File: src/rtl/mem_port_arbiter.sv
// Arbitrates a single-port 16-bit memory between CPU fetch and load/store ports.
// Load/store wins by default; a bounded streak counter guarantees fetch progress.
module mem_port_arbiter #(
  parameter int unsigned MEM_LATENCY   = 1,
  parameter int unsigned MAX_LS_STREAK = 4
) (
  input  logic        clk,
  input  logic        reset,
  input  logic        i_if_req,
  input  logic [15:0] i_if_addr,
  output logic        o_if_gnt,
  output logic        o_if_rdvalid,
  output logic [15:0] o_if_rddata,
  output logic        o_stall_if,
  input  logic        i_ls_rd,
  input  logic        i_ls_wr,
  input  logic [15:0] i_ls_addr,
  input  logic [15:0] i_ls_wrdata,
  output logic        o_ls_gnt,
  output logic        o_ls_rdvalid,
  output logic [15:0] o_ls_rddata,
  output logic [15:0] o_mem_addr,
  output logic        o_mem_rd,
  output logic        o_mem_wr,
  output logic [15:0] o_mem_wrdata,
  input  logic [15:0] i_mem_rddata,
  output logic        o_err
);

  localparam int unsigned CW = $clog2(MEM_LATENCY + 1);
  localparam int unsigned SW = $clog2(MAX_LS_STREAK + 1);

  typedef enum logic {IDLE, WAIT} state_t;
  typedef enum logic {OWN_IF, OWN_LS} owner_t;

  state_t        state_q,   state_d;
  owner_t        owner_q,   owner_d;
  logic [CW-1:0] cnt_q,     cnt_d;
  logic [SW-1:0] streak_q,  streak_d;
  logic          err_q,     err_d;
  logic [15:0]   if_data_q, if_data_d;
  logic [15:0]   ls_data_q, ls_data_d;

  logic data_ret;
  logic can_grant;
  logic ls_req;
  logic streak_full;
  logic gnt_ls;
  logic gnt_if;
  logic rd_issue;

  always_comb begin
    data_ret    = (state_q == WAIT) && (cnt_q == CW'(1));
    // Grants are masked during reset so nothing reaches memory while reset is low.
    can_grant   = reset && ((state_q == IDLE) || data_ret);
    ls_req      = i_ls_rd | i_ls_wr;
    streak_full = (streak_q == SW'(MAX_LS_STREAK));
    gnt_ls      = can_grant && ls_req && !(i_if_req && streak_full);
    gnt_if      = can_grant && !gnt_ls && i_if_req;
    rd_issue    = gnt_if || (gnt_ls && !i_ls_wr);
  end

  always_comb begin
    o_mem_addr   = '0;
    o_mem_wrdata = '0;
    o_mem_rd     = 1'b0;
    o_mem_wr     = 1'b0;
    if (gnt_ls) begin
      o_mem_addr = i_ls_addr;
      if (i_ls_wr) begin
        o_mem_wr     = 1'b1;
        o_mem_wrdata = i_ls_wrdata;
      end else begin
        o_mem_rd = 1'b1;
      end
    end else if (gnt_if) begin
      o_mem_addr = i_if_addr;
      o_mem_rd   = 1'b1;
    end
  end

  always_comb begin
    o_if_gnt     = gnt_if;
    o_ls_gnt     = gnt_ls;
    o_stall_if   = reset & i_if_req & ~gnt_if;
    o_if_rdvalid = data_ret && (owner_q == OWN_IF);
    o_ls_rdvalid = data_ret && (owner_q == OWN_LS);
    o_if_rddata  = o_if_rdvalid ? i_mem_rddata : if_data_q;
    o_ls_rddata  = o_ls_rdvalid ? i_mem_rddata : ls_data_q;
    o_err        = err_q;
  end

  always_comb begin
    state_d   = state_q;
    owner_d   = owner_q;
    cnt_d     = cnt_q;
    streak_d  = streak_q;
    err_d     = err_q | (i_ls_rd & i_ls_wr);
    if_data_d = o_if_rddata;
    ls_data_d = o_ls_rddata;

    // A read issued in the return cycle re-arms WAIT directly (back-to-back).
    if (rd_issue) begin
      state_d = WAIT;
      cnt_d   = CW'(MEM_LATENCY);
      owner_d = gnt_ls ? OWN_LS : OWN_IF;
    end else if (data_ret) begin
      state_d = IDLE;
    end else if (state_q == WAIT) begin
      cnt_d = cnt_q - CW'(1);
    end

    if (!i_if_req || gnt_if) begin
      streak_d = '0;
    end else if (gnt_ls && !streak_full) begin
      streak_d = streak_q + SW'(1);
    end
  end

  always_ff @(posedge clk or negedge reset) begin
    if (!reset) begin
      state_q   <= IDLE;
      owner_q   <= OWN_IF;
      cnt_q     <= '0;
      streak_q  <= '0;
      err_q     <= 1'b0;
      if_data_q <= '0;
      ls_data_q <= '0;
    end else begin
      state_q   <= state_d;
      owner_q   <= owner_d;
      cnt_q     <= cnt_d;
      streak_q  <= streak_d;
      err_q     <= err_d;
      if_data_q <= if_data_d;
      ls_data_q <= ls_data_d;
    end
  end

endmodule
File: config.mk
export PLATFORM = sky130hd
export DESIGN_NAME = mem_port_arbiter
export DESIGN_NICKNAME = d
export VERILOG_FILES = /design/src/rtl/mem_port_arbiter.sv
export SDC_FILE = /design/constraint.sdc
export NUM_CORES = 1
export LEC_CHECK = 0
export CAP_MARGIN = 20
export CORE_ASPECT_RATIO = 0.5
export CORE_MARGIN = 2
export CORE_UTILIZATION = 55
export CTS_CLUSTER_SIZE = 14
export DETAILED_ROUTE_END_ITERATION = 10
export DONT_BUFFER_PORTS = 1
export PLACE_DENSITY = 0.73
export SLEW_MARGIN = 15
export SYNTH_ARGS = -nofsm -noshare
export SYNTH_HDL_FRONTEND = slang
export SYNTH_SLANG_ARGS = --single-unit
File: constraint.sdc
create_clock -name clk -period 1.4 [get_ports clk]
set_input_delay 0.14 -clock clk [delete_from_list [all_inputs] [get_ports clk]]
set_output_delay 0.14 -clock clk [all_outputs]
set_load 0.05 [all_outputs]
==> flow_metrics.env, run 1 <==
export IMPL_tritoncts_num_buffers=5
export IMPL_synth_flop_cell="sky130_fd_sc_hd__dfrtp_1"
export IMPL_synth_avg_cell_area_sq_um=10.6
export IMPL_io_buffers=0
export IMPL_cts_sinks=39
export IMPL_synthesis_yosys_warnings=0
export IMPL_synthesis_nets=265
export IMPL_detailed_place_hpwl_microns=4480
export IMPL_ys_async_sr_fraction_pct=100
export IMPL_design_portCount=141
export IMPL_synth_ff_latch_count=39
export IMPL_cts_htree_levels=2
export IMPL_ys_types=29
export IMPL_die_w_microns=90.4
export IMPL_dieHeight_microns=47.2
export IMPL_synth_area_sq_mm=0.00205
export IMPL_cts_root_buf="sky130_fd_sc_hd__clkbuf_8"
export IMPL_post_cts_setup_buffer_count=10
export IMPL_floorplan_rows=15
export IMPL_synth_enable_flop_cells=0
export IMPL_gp_congestion=0.739
export IMPL_postCtsResizedCells=62
export IMPL_clockBufferDepth=2
export IMPL_run_status="aborted with a tool error"
export IMPL_initial_utilization_pct=58.5
export IMPL_detailed_place_area_sq_mm=0.00294
export IMPL_hold_buffers=3
export IMPL_gate_count_of_the_mapped_netlist=194
export IMPL_proportion_of_synthesized_chip_area_in_sequential_cells_pct=47.5
export IMPL_failing_step="4_1_cts"
export IMPL_stop_error="[ERROR DPL-0038] Utilization greater than 100%, impossible to legalize"
## synth_stat cells, drive strengths merged (2+ instances only)
master / number / area, sq um
dfrtp: 39 / 976
nand3: 37 / 195
mux2: 32 / 360
and2: 18 / 113
a21oi: 17 / 85.1
buf: 11 / 78.8
inv: 6 / 22.5
nand2: 6 / 22.5
clkbuf: 4 / 15.0
nand2b: 3 / 18.8
nor2: 3 / 11.3
ha: 2 / 25.0
nand4: 2 / 12.5
o22ai: 2 / 12.5
## through the flow
step | setup WS [ns] | hold slack (ns) | cells | utilization, % | setup TNS [ns]
after floorplan | -0.132 | -0.156 | 194 | - | -2.39
after global placement | -0.0834 | -0.155 | 268 | 83.9 | -2.47
after detailed placement | -0.149 | -0.155 | 268 | 83.9 | -4.87
## logic make-up after synthesis
group / count (synthesis) / synth area share (%)
multiplexers: 32 / 17.6
flip-flops: 39 / 47.5
AO/OA/AOI/OAI: 27 / 8.35
adder cells (fa/ha/maj): 2 / 1.22
buffers and inverters: 21 / 5.67
AND/OR/NAND/NOR: 73 / 19.7
==> run 2, diff against run 1 <==
--- a/config.mk
+++ b/config.mk
@@ -6,13 +6,11 @@
 export NUM_CORES = 1
 export LEC_CHECK = 0
 export CAP_MARGIN = 20
-export CORE_ASPECT_RATIO = 0.5
 export CORE_MARGIN = 2
-export CORE_UTILIZATION = 55
-export CTS_CLUSTER_SIZE = 14
+export CORE_UTILIZATION = 40
 export DETAILED_ROUTE_END_ITERATION = 10
 export DONT_BUFFER_PORTS = 1
-export PLACE_DENSITY = 0.73
+export PLACE_DENSITY_LB_ADDON = 0.15
 export SLEW_MARGIN = 15
 export SYNTH_ARGS = -nofsm -noshare
 export SYNTH_HDL_FRONTEND = slang
==> constraint.sdc (replaced) <==
create_clock -name clk -period 1.8 [get_ports clk]
set_input_delay 0.18 -clock clk [delete_from_list [all_inputs] [get_ports clk]]
set_output_delay 0.18 -clock clk [all_outputs]
set_load 0.05 [all_outputs]
==> run 2 against run 1 <==
The flow now finishes, with violations (negative setup slack). Synthesized cell count unchanged. Synthesized area is the same.
==> flow_metrics.env, run 2 <==
export IMPL_rsz_0062_raised_after_global_routing="yes"
export IMPL_floorplan_rows=26
export IMPL_ant_nets=0
export IMPL_synthesis_nets=265
export IMPL_power_internal_w=0.00176
export IMPL_clkSlewWorstSetupHoldPaths_ns=0.08
export IMPL_cts_sinks=39
export IMPL_firstDrtPassIters=4
export IMPL_clockBufferDepth=2
export IMPL_detail_route_wl_per_cell_microns=21.0
export IMPL_cellLeakagePower_nw=1.30
export IMPL_ys_async_sr_fraction_pct=100
export IMPL_die_area_sq_mm=0.00572
export IMPL_startpoint_type="flip-flop"
export IMPL_die_w_microns=75.6
export IMPL_core_area_sq_mm=0.00504
export IMPL_violations="negative setup slack"
export IMPL_dp_slack_ns=-0.00692
export IMPL_cts_root_buf="sky130_fd_sc_hd__clkbuf_8"
export IMPL_grt_antenna_before_repair=0
export IMPL_setup_viol_count_final=32
export IMPL_net_switching_power_of_the_design_w=0.00159
export IMPL_synth_ff_latch_count=39
export IMPL_netlist_top_cell_by_area="sky130_fd_sc_hd__dfrtp_1"
export IMPL_worst_hold_path_type="primary input to flip-flop"
export IMPL_finalWorstPathRequiredPeriod_ns=1.95
export IMPL_growth_of_design_area_from_synthesis_to_finish_pct=56.5
export IMPL_dpl_cell_count=282
export IMPL_worst_pin_slew_ns=0.594
export IMPL_sw_frac_of_total_pct=47.5
export IMPL_first_iter_violations=129
export IMPL_post_layout_nonfiller_instances=305
export IMPL_worstSetupEndpointType="output pin"
export IMPL_synth_enable_flop_cells=0
export IMPL_max_cap_violations=0
export IMPL_ys_types=29
export IMPL_antenna_diode_count=0
export IMPL_vias_per_std_cell=5.84
export IMPL_timing_worst_setup_path_type="flip-flop to output pin"
export IMPL_yosys_top_cells_count="sky130_fd_sc_hd__dfrtp_1, sky130_fd_sc_hd__nand3_1, sky130_fd_sc_hd__mux2_2"
export IMPL_peakVddDrop_mv=0.900
export IMPL_design_portCount=141
export IMPL_synth_flop_cell="sky130_fd_sc_hd__dfrtp_1"
export IMPL_post_layout_total_power_w=0.00335
export IMPL_power_share_sequential_pct=34.6
export IMPL_fin_nets=305
export IMPL_detailed_place_hpwl_microns=4030
export IMPL_grt_ovfl_total=0
export IMPL_cp_max_fo=6
export IMPL_clock_skew_ns=0.00771
export IMPL_gate_count_of_the_mapped_netlist=194
export IMPL_synth_area_sq_mm=0.00205
export IMPL_dieHeight_microns=75.6
export IMPL_proportion_of_synthesized_chip_area_in_sequential_cells_pct=47.5
export IMPL_clock_tree_from_tritoncts="yes"
export IMPL_p_comb_share_pct=48.7
export IMPL_fin_ws_ns=-0.151
export IMPL_cts_htree_levels=2
export IMPL_whs_path_depth=1
export IMPL_run_status="finished with violations"
export IMPL_final_layout_size_suffix_gt1_share_pct=65.1
export IMPL_timing_fmax_mhz=513
export IMPL_gp_congestion=0.799
export IMPL_route_vias_total=1780
export IMPL_synth_avg_cell_area_sq_um=10.6
export IMPL_grt_start_max_net_pins=40
export IMPL_power_density_mw_per_mm2=1040
export IMPL_synthesis_yosys_warnings=0
export IMPL_tritoncts_num_buffers=5
export IMPL_grt_first_pass_wirelength_microns=8450
export IMPL_finalHoldViolations=0
export IMPL_cell_with_the_most_instances_after_synthesis="sky130_fd_sc_hd__dfrtp_1"
export IMPL_io_buffers=0
export IMPL_synthTopCellsByArea="sky130_fd_sc_hd__dfrtp_1, sky130_fd_sc_hd__mux2_2, sky130_fd_sc_hd__nand3_1, sky130_fd_sc_hd__and2_1, sky130_fd_sc_hd__a21oi_1"
export IMPL_worst_r2r_cell_count=7
export IMPL_slew_viol_final=0
export IMPL_largest_registers="if_data_q (16), ls_data_q (16), streak_q (3)"
export IMPL_clock_network_fraction_of_total_power_pct=16.6
export IMPL_synthDominantCellAreaShare_pct=47.5
export IMPL_drcViolationCount=0
export IMPL_worst_max_slew_margin_expressed_relative_to_the_limit_pct=60.4
export IMPL_totalWireLength_microns=6390
export IMPL_critPathArrivalTime_ns=1.77
export IMPL_number_of_global_route_vias_before_repair=1828
export IMPL_final_common_cell="sky130_fd_sc_hd__dfrtp_1"
export IMPL_initial_utilization_pct=40.7
export IMPL_clk_insertion_delay_late_ns=0.28
export IMPL_most_common_layout_cells="sky130_fd_sc_hd__dfrtp_1, sky130_fd_sc_hd__mux2_2, sky130_fd_sc_hd__buf_12, sky130_fd_sc_hd__and2_4, sky130_fd_sc_hd__nand3_1"
export IMPL_layout_worst_path_cycle_share_pct=108
export IMPL_grt_total_usage_pct=19.7
export IMPL_critical_path_required_ns=1.62
run 2: cell counts after synthesis:
No cell type changed its count.
run 2: critical path: stages, from the launching register on:
cell	delay [ns]
sky130_fd_sc_hd__dfrtp_1	0.42
sky130_fd_sc_hd__inv_2	0.08
sky130_fd_sc_hd__ha_4	0.22
sky130_fd_sc_hd__nand3_4	0.16
sky130_fd_sc_hd__buf_6	0.13
sky130_fd_sc_hd__nand3_1	0.10
sky130_fd_sc_hd__a21oi_2	0.19
sky130_fd_sc_hd__buf_6	0.17
run 2: stage by stage:
stage          TNS [ns]  hold slack, ns  util, %  instance area [sq um]
6_report          -3.18          0.0148     63.7                   3210
5_1_grt           -4.68         0.00363     63.7                   3210
4_1_cts           -2.04         0.00615     59.1                   2980
3_5_place_dp   -0.00692          -0.115     51.7                   2610
3_3_place_gp          0          -0.115     51.7                   2610
2_1_floorplan    -0.930          -0.116        -                   2150
run 2: routing by layer:
metal	GRT usage (%)	wire length, microns	vias to the layer above
li1	-	-	786
met1	20.7	2260	872
met2	36.9	3490	116
met3	6.88	590	6
met4	5.85	57	0
met5	0	0	-
run 2: worst paths after layout:
path	startpoint	endpoint	slack, ns
worst max-delay path	streak_q[0]$_DFFE_PN0P_	o_mem_addr[0]	-0.15
worst min-delay path	i_ls_wr	o_err$_DFF_PN0_	0.01
worst max register to register	streak_q[0]$_DFFE_PN0P_	owner_q$_DFFE_PN0P_	0.30
worst min register to register	streak_q[1]$_DFFE_PN0P_	streak_q[1]$_DFFE_PN0P_	0.61
max in group asynchronous	reset	streak_q[2]$_DFFE_PN0P_	1.23
min in group asynchronous	reset	owner_q$_DFFE_PN0P_	0.36
run 2: layout make-up:
type	count	area, sq um
inverter	6	22.5
fill	372	1830
tap	70	87.6
sequential	39	980
clock buffer	7	76.3
clock inverter	1	5.00
multi-input combinational	140	1430
timing repair buffer	42	611
run 2: logic make-up (layout without fill, tap and decap cells):
family | Yosys count | count (layout) | share of synthesized area, %
multiplexers | 32 | 32 | 17.6
AND/OR/NAND/NOR | 73 | 77 | 19.7
adder cells (fa/ha/maj) | 2 | 2 | 1.22
AO/OA/AOI/OAI | 27 | 29 | 8.35
flip-flops | 39 | 39 | 47.5
buffers and inverters | 21 | 56 | 5.67
run 2: what timing repair did:
item | 4_1_cts | 5_1_grt
gates cloned | 6 | 1
resized for setup | 46 | 43
hold buffers | 2 | 1
endpoints found under the hold margin | 39 | 1
endpoints found under the setup margin | 69 | 69
pin swaps | 17 | 35
setup buffers | 3 | 2
run 2: power by group through the flow:
stage / logic, W / clock network (W) / registers, W
floorplan: 0.00135 / 0 / 0.00114
global placement: 0.00149 / 0 / 0.00115
detailed placement: 0.00151 / 0 / 0.00117
CTS: 0.00159 / 0.000566 / 0.00116
global route: 0.00168 / 0.000604 / 0.00118
finish: 0.00163 / 0.000558 / 0.00116
(Power assumes the default switching activity.)
==> run 3, diff against run 2 <==
==> constraint.sdc (replaced) <==
create_clock -name clk -period 2.4 [get_ports clk]
set_input_delay 0.24 -clock clk [delete_from_list [all_inputs] [get_ports clk]]
set_output_delay 0.24 -clock clk [all_outputs]
set_load 0.05 [all_outputs]
==> run 3 against run 2 <==
The run now ends clean. First-iteration DRC count decreased by 48%. Hold slack improved by 0.062 ns. Critical path depth decreased by 1. Total power decreased by 22%. Non-clock buffer count decreased by 4. Wire length decreased by 20%. Sequential share of layout area increased by 5.8 points. Core utilization decreased by 10 points. Clock-buffer cell count decreased by 2. Register-to-register slack improved by 0.50 ns. Critical path type unchanged. Critical endpoint is now o_mem_wrdata[15].
==> flow_metrics.env, run 3 (synthesis results as in run 2) <==
export IMPL_run_status="completed"
export IMPL_finalHoldViolations=0
export IMPL_rsz_0062_raised_after_global_routing="no"
export IMPL_clock_tree_from_tritoncts="yes"
export IMPL_cp_max_fo=17
export IMPL_die_w_microns=75.6
export IMPL_startpoint_type="flip-flop"
export IMPL_net_switching_power_of_the_design_w=0.00115
export IMPL_timing_worst_setup_path_type="flip-flop to output pin"
export IMPL_critical_path_required_ns=2.16
export IMPL_die_area_sq_mm=0.00572
export IMPL_clkSlewWorstSetupHoldPaths_ns=0.07
export IMPL_finalWorstPathRequiredPeriod_ns=2.19
export IMPL_p_comb_share_pct=42.5
export IMPL_postLayoutCellArea_sq_mm=0.00269
export IMPL_postCtsResizedCells=0
export IMPL_io_buffers=0
export IMPL_power_density_mw_per_mm2=978
export IMPL_worstSetupEndpointType="output pin"
export IMPL_worst_hold_path_type="primary input to flip-flop"
export IMPL_cts_root_buf="sky130_fd_sc_hd__clkbuf_8"
export IMPL_grt_start_max_net_pins=40
export IMPL_first_iter_violations=67
export IMPL_clockBufferDepth=2
export IMPL_fin_nets=295
export IMPL_clk_insertion_delay_late_ns=0.29
export IMPL_gp_congestion=0.739
export IMPL_tritoncts_num_buffers=5
export IMPL_layout_worst_path_cycle_share_pct=91.3
export IMPL_post_cts_setup_buffer_count=0
export IMPL_power_internal_w=0.00147
export IMPL_grt_ovfl_total=0
export IMPL_slew_viol_final=0
export IMPL_vias_per_std_cell=5.40
export IMPL_grt_total_usage_pct=16.2
export IMPL_clock_skew_ns=0.00626
export IMPL_max_cap_violations=0
export IMPL_growth_of_design_area_from_synthesis_to_finish_pct=30.9
export IMPL_detail_route_wl_per_cell_microns=17.4
export IMPL_sw_frac_of_total_pct=43.9
export IMPL_dieHeight_microns=75.6
export IMPL_design_portCount=141
export IMPL_setup_tns_final_ns=0
export IMPL_most_common_layout_cells="sky130_fd_sc_hd__dfrtp_1, sky130_fd_sc_hd__nand3_1, sky130_fd_sc_hd__mux2_2, sky130_fd_sc_hd__buf_4, sky130_fd_sc_hd__and2_1"
export IMPL_power_share_sequential_pct=32.7
export IMPL_antenna_diode_count=0
export IMPL_ant_nets=0
export IMPL_setup_viol_count_final=0
export IMPL_final_common_cell="sky130_fd_sc_hd__dfrtp_1"
export IMPL_detailed_place_area_sq_mm=0.00252
export IMPL_worst_max_slew_margin_expressed_relative_to_the_limit_pct=55.4
export IMPL_grt_antenna_before_repair=0
export IMPL_cts_sinks=39
export IMPL_clock_network_fraction_of_total_power_pct=24.8
export IMPL_critPathArrivalTime_ns=1.95
export IMPL_timing_fmax_mhz=456
export IMPL_cts_htree_levels=2
export IMPL_route_vias_total=1592
export IMPL_core_area_sq_mm=0.00504
export IMPL_cellLeakagePower_nw=1.17
export IMPL_grt_first_pass_wirelength_microns=7000
export IMPL_firstDrtPassIters=4
export IMPL_totalWireLength_microns=5130
export IMPL_number_of_global_route_vias_before_repair=1548
export IMPL_floorplan_rows=26
export IMPL_peakVddDrop_mv=0.734
export IMPL_fillerInstances=430
export IMPL_final_layout_size_suffix_gt1_share_pct=36.9
export IMPL_largest_registers="if_data_q (16), ls_data_q (16), streak_q (3)"
export IMPL_initial_utilization_pct=40.7
export IMPL_detailed_place_hpwl_microns=3950
export IMPL_worst_pin_slew_ns=0.665
export IMPL_drcViolationCount=0
[run 3: changes by cell type in the layout (fill, tap and decap cells not counted), sizes merged]
cell / delta
and4: -2
buf: -3
bufinv: +2
clkbuf: -2
clkinv: -1
dlygate4sd3: -1
inv: +1
nand3: -2
o2bb2ai: -2
[run 3: final timing paths]
path,start,endpoint,slack [ns],cells after the start
hold reg to reg,cnt_q$_DFFE_PN0P_,cnt_q$_DFFE_PN0P_,0.55,1
hold / removal,i_ls_rd,o_err$_DFF_PN0_,0.08,1
setup reg to reg,cnt_q$_DFFE_PN0P_,streak_q[2]$_DFFE_PN0P_,0.80,3
setup / recovery,streak_q[0]$_DFFE_PN0P_,o_mem_wrdata[15],0.21,6
min in group asynchronous,reset,ls_data_q[6]$_DFF_PN0_,0.41,2
max in group asynchronous,reset,o_err$_DFF_PN0_,1.79,2
[run 3: cell type report]
| class | count | area [sq um] | area share, % |
|---|---|---|---|
| flip-flops and latches | 39 | 976 | 36.3 |
| multi-input cells | 134 | 961 | 35.8 |
| repair buffers | 38 | 500 | 18.6 |
| well taps | 70 | 87.6 | 3.26 |
| clock inverters | 3 | 71.3 | 2.65 |
| clock buffers | 5 | 68.8 | 2.56 |
| inverters | 6 | 22.5 | 0.838 |
[run 3: what timing repair did]
action / 4_1_cts / 5_1_grt
hold buffers: 2 / 0
setup endpoints to repair: 0 / 0
endpoints found under the hold margin: 39 / 0
[run 3: power groups by stage]
stage | Clock [W] | Sequential (W) | Combinational, W
3_5_place_dp | 0 | 0.000873 | 0.00111
6_report | 0.000652 | 0.000860 | 0.00112
2_1_floorplan | 0 | 0.000854 | 0.000990
5_1_grt | 0.000704 | 0.000878 | 0.00116
4_1_cts | 0.000674 | 0.000862 | 0.00112
3_3_place_gp | 0 | 0.000864 | 0.00109
[run 3: through the flow]
stage                     total power [W]  cells  utilization (%)  hold WS, ns  worst slack (ns)
final                             0.00263    295             53.3       0.0764             0.208
after floorplan                   0.00184    194                -      -0.0556             0.246
after global routing              0.00274    295             53.3       0.0636            0.0734
after CTS                         0.00266    295             53.3       0.0663             0.202
after detailed placement          0.00198    285             49.9      -0.0548             0.532
after global placement            0.00196    285             49.9      -0.0548             0.577
[run 3: routing by layer]
metal	global-route usage, %	vias to the layer above	wire length [microns]
met3	4.76	4	486
met2	30.6	93	2730
met5	0	-	0
met4	3.70	0	42
met1	17.9	752	1870
li1	-	743	-
[run 3: critical path, cell delays in order (launching register included)]
cell and delay, ns:
sky130_fd_sc_hd__dfrtp_1 0.37, sky130_fd_sc_hd__inv_1 0.07, sky130_fd_sc_hd__ha_1 0.23, sky130_fd_sc_hd__nand3_1 0.18
sky130_fd_sc_hd__and4_4 0.44, sky130_fd_sc_hd__and2_1 0.23, sky130_fd_sc_hd__buf_12 0.15
